==> config.mk <==
export PLATFORM = sky130hd
export DESIGN_NAME = prog_mem
export DESIGN_NICKNAME = d
export VERILOG_FILES = /design/src/rtl/prog_mem.sv
export SDC_FILE = /design/constraint.sdc
export NUM_CORES = 1
export LEC_CHECK = 0
export ABC_AREA = 1
export CORE_MARGIN = 2
export CORE_UTILIZATION = 40
export CTS_CLUSTER_SIZE = 30
export DETAILED_ROUTE_END_ITERATION = 12
export PLACE_DENSITY = 0.58
export SYNTH_ARGS = -nofsm -noshare
export SYNTH_HDL_FRONTEND = slang
export SYNTH_SLANG_ARGS = --single-unit
==> constraint.sdc <==
create_clock -name clk -period 2.8 [get_ports clk]
set_input_delay 0.28 -clock clk [delete_from_list [all_inputs] [get_ports clk]]
set_output_delay 0.28 -clock clk [all_outputs]
set_load 0.05 [all_outputs]
==> src/rtl/prog_mem.sv <==
// Program memory for the 4-bit CPU: DEPTH x DATA_W words, synchronous write,
// combinational read, asynchronous clear of every word while rst is high.
module prog_mem #(
  parameter int DATA_W = 4,
  parameter int ADDR_W = 4,
  parameter int DEPTH  = 2 ** ADDR_W
) (
  input  logic              clk,
  input  logic              rst,
  input  logic [ADDR_W-1:0] addr,
  input  logic [DATA_W-1:0] data,
  input  logic              we,
  output logic [DATA_W-1:0] out
);

  logic [DATA_W-1:0] mem [DEPTH];

  // Reset dominates any clock edge seen while it is held, so a write with rst=1 is dropped.
  always_ff @(posedge clk or posedge rst) begin
    if (rst) begin
      for (int i = 0; i < DEPTH; i++) begin
        mem[i] <= '0;
      end
    end else if (we) begin
      mem[addr] <= data;
    end
  end

  assign out = mem[addr];

endmodule

## After elaboration in Yosys (flattened, before gate mapping)

Index checks and enable logic that the tools add are counted.

- Output and inout port bits: 4
- Bits in registers: 64

- Bitwise logic cells: 1
- Magnitude comparators: 2
- Reductions and logical operators: 1
- Muxes and demuxes: 6

Operators by type and width:

| cell | number |
|---|---|
| $bwmux 64 | 1 |
| $bmux 4 s4 | 1 |
| $demux 4 s4 | 1 |
| $mux 4 | 3 |
| $ge 5x5->1 const B | 1 |
| $lt 5x1->1 const B | 1 |
| $not 4->5 | 1 |
| $logic_and 1x1->1 | 1 |

## Longest topological paths before layout

- Depth after elaboration: 6
- Depth in mapped cells: 11
- Mapped depth without buffers: 9

## Worst setup path before layout

Ideal clock, no wire load.

- Path kind: input port to output port
- Start point: input addr[0]
- End point: output out[0]
- Data required time: 2520 ps
- Cell stages on the path: 11
- Arrival: 1357 ps
- Path slack: 1163 ps
- Cell sequence: buf_4 > clkinv_2 > buf_2 > nand2_1 > nand2_1 > nand2_1 > nand2_1 > nand2_1 > nand2_1 > inv_1 > nand2_1

- Word-level cells in the longest chain between the ends: 4

RTL lines:

| item | RTL line | source |
|---|---|---|
| start, declared | 10 | `input logic [ADDR_W-1:0] addr,` |
| $not 4->5 (not written as such) | 29 | `assign out = mem[addr];` |
| $bmux 4 s4 | 29 |  |
| $mux 4 (not written as such) (2 in series) | 29 |  |
| end, declared | 13 | `output logic [DATA_W-1:0] out` |

Every way passes these cells. The select of a mux whose other input is x is not followed.

## Worst setup path after layout

- Start point: input addr[0]
- End point: output out[1]

Same word-level chain as after synthesis.

==> qor.yml <==
die:
  dieArea_um2: 8460
  io_pins: 15
  die_h_um: 92.0
  rows: 32
  initial_core_util_pct: 40.7
  die_width_um: 92.0
  core_area_um2: 7610
timing:
  fin_skew_ns: 0
  final-hold-violation-count: 0
  period_share_pct: 81.3
  maxSlewHeadroom_pct: 52.1
  worst_pin_slew_ns: 0.718
  finalWorstSetupSlack_ns: 0.522
  finalMaxSlewViolations: 0
  timing.setup.tns_ns: 0
  fin_hold_ws_ns: 0.379
  finalSetupViolCount: 0
  rsz0062_at_grt: "no"
  period_minus_slack_ns: 2.28
  fmax_mhz: 439
final_layout:
  diodes: 0
  stdcell_count: 543
  largest_register: "mem"
  drive_gt1_share_pct: 8.62
  nNetsFinal: 447
  mostFrequentLayoutCell: "nand2_1"
  fin_area_um2: 3510
  final_cell_mix: "nand2_1, dfrtp_1, o21ai_0, nor2_1, a21oi_1"
  syn_to_final_growth_pct: 13.2
  reg.largest.list: "mem (64)"
  largest_reg_flops: 64
  finish.utilization_pct: 46.1
setup_path:
  reg2regPathDepth: 2
  worstPathRequired_ns: 2.52
  critPathArrivalTime_ns: 2.00
  r2r_end: "mem[23]$_DFFE_PP0P_"
  startpoint_type: "input port"
  cp_max_fo: 35
  r2r_slack_ns: 2.03
  critPathKind: "input port to output port"
  regToRegStartpoint: "mem[23]$_DFFE_PP0P_"
  crit_path_end_kind: "output port"
  startpoint: "addr[0]"
detailed_routing:
  drt_wl_total_um: 7460
  drt_iter0_markers: 165
  drc_errors: 0
  postRouteAntennaNets: 0
  vias_per_cell: 4.69
  vias: 2546
  wl_per_cell_um: 13.7
  firstDrtPassIters: 4
place:
  dpl_cell_area_um2: 3320
  dp.cells: 527
  place_hpwl_um: 4940
  place_ws_ns: 0.508
  port_buffers: 14
  place_congestion: 0.823
cts:
  cts_buffers: 9
  cts_resized: 0
  postCtsSetupBuffers: 0
  cts_hold_buf: 0
  clkLatencyLatePin_ns: 0.34
  cts_sinks: 64
  root_buffer: "clkbuf_8"
  clk_path_buf_depth: 2
  path_clk_slew_ns: 0.07
  htreeDepth: 3
  cts_tree: "built"
worst_hold_path:
  hold_class: "input port to asynchronous set/reset pin"
global_route:
  antenna_found_initial: 0
  grt_max_degree: 36
  grt_pass1_wl_um: 13100
  grt_use_total_pct: 19.7
  overflow: 0
  first_global_vias: 2629
pwr:
  p_leak_nw: 1.80
  max-vdd-ir-drop_uv: 303
  p_per_area_nw_per_um2: 707
  power_mw: 2.48
synthesis:
  avgSynthCellArea_um2: 7.34
  ys_types: 19
  synth_cells: 422
  synth_area_leaders: "dfrtp_1, nand2_1, o21ai_0"
  synth_top_area_share_pct: 51.7
  synth_seq_cells: 64
  ys_warn_count: 0
  yosysSeqAreaShare_pct: 51.7
  syn-cell-area_um2: 3100
  syn_nets: 433
  synth_top_area_cell: "dfrtp_1"
job:
  drv_cap: 0
outcome:
  status: "complete, no violations"
## report_power, final
| part | switching, mW | leakage, nW | internal (mW) |
|---|---|---|---|
| Clock | 0.343 | 0.0992 | 0.390 |
| Combinational | 0.316 | 0.918 | 0.193 |
| Sequential | 0.113 | 0.782 | 1.13 |
| Total | 0.771 | 1.80 | 1.71 |
## worst max path at each step
stage	end	cells past startpoint	slack (ns)
6_report	out[1]	11	0.52
5_1_grt	out[1]	11	0.33
2_1_floorplan	mem[0]$_DFFE_PP0P_	1	0.92
3_5_place_dp	out[1]	11	0.51
4_1_cts	out[1]	11	0.50
3_3_place_gp	out[1]	11	0.52
## layer usage
| layer | vias to the layer above | part of all wire (%) | global-route usage [%] |
|---|---|---|---|
| li1 | 1345 | - | - |
| met1 | 1147 | 50 | 27.6 |
| met2 | 38 | 45 | 30.3 |
| met3 | 16 | 2.9 | 3.70 |
| met4 | 0 | 2.4 | 7.84 |
| met5 | - | 0 | 0 |
## cells by family (layout without fill, tap and decap cells)
| family | after synthesis | in the layout | share of synthesized area (%) |
|---|---|---|---|
| AO/OA/AOI/OAI | 64 | 64 | 10.3 |
| flip-flops | 64 | 64 | 51.7 |
| buffers and inverters | 34 | 53 | 4.68 |
| AND/OR/NAND/NOR | 260 | 260 | 33.3 |
## cell usage after synthesis, drive strengths merged
| master | instances |
|---|---|
| nor2 | 32 |
| a21oi | 24 |
| inv | 19 |
| clkbuf | 4 |
| dfrtp | 64 |
| clkinv | 1 |
| nand4 | 2 |
| o21ai | 40 |
| nand3 | 2 |
| buf | 10 |
| nor3 | 2 |
| nand2 | 222 |
## cell type report
cell class | instances | area [um^2]
Sequential cell | 64 | 1600
Clock inverter | 3 | 15.0
Timing Repair Buffer | 17 | 165
Clock buffer | 13 | 169
Tap cell | 102 | 128
Inverter | 20 | 76.3
Fill cell | 806 | 4100
Multi-Input combinational cell | 324 | 1350
## critical path, cell delays in order
cell             delay, ns
clkdlybuf4s50_1       0.50
clkinv_2              0.41
nand2_1               0.20
nand2_1               0.08
nand2_1               0.06
nand2_1               0.05
nand2_1               0.05
nand2_1               0.06
inv_1                 0.05
nand2_1               0.06
buf_4                 0.19
No activity file was read; power rests on OpenSTA's default activity.
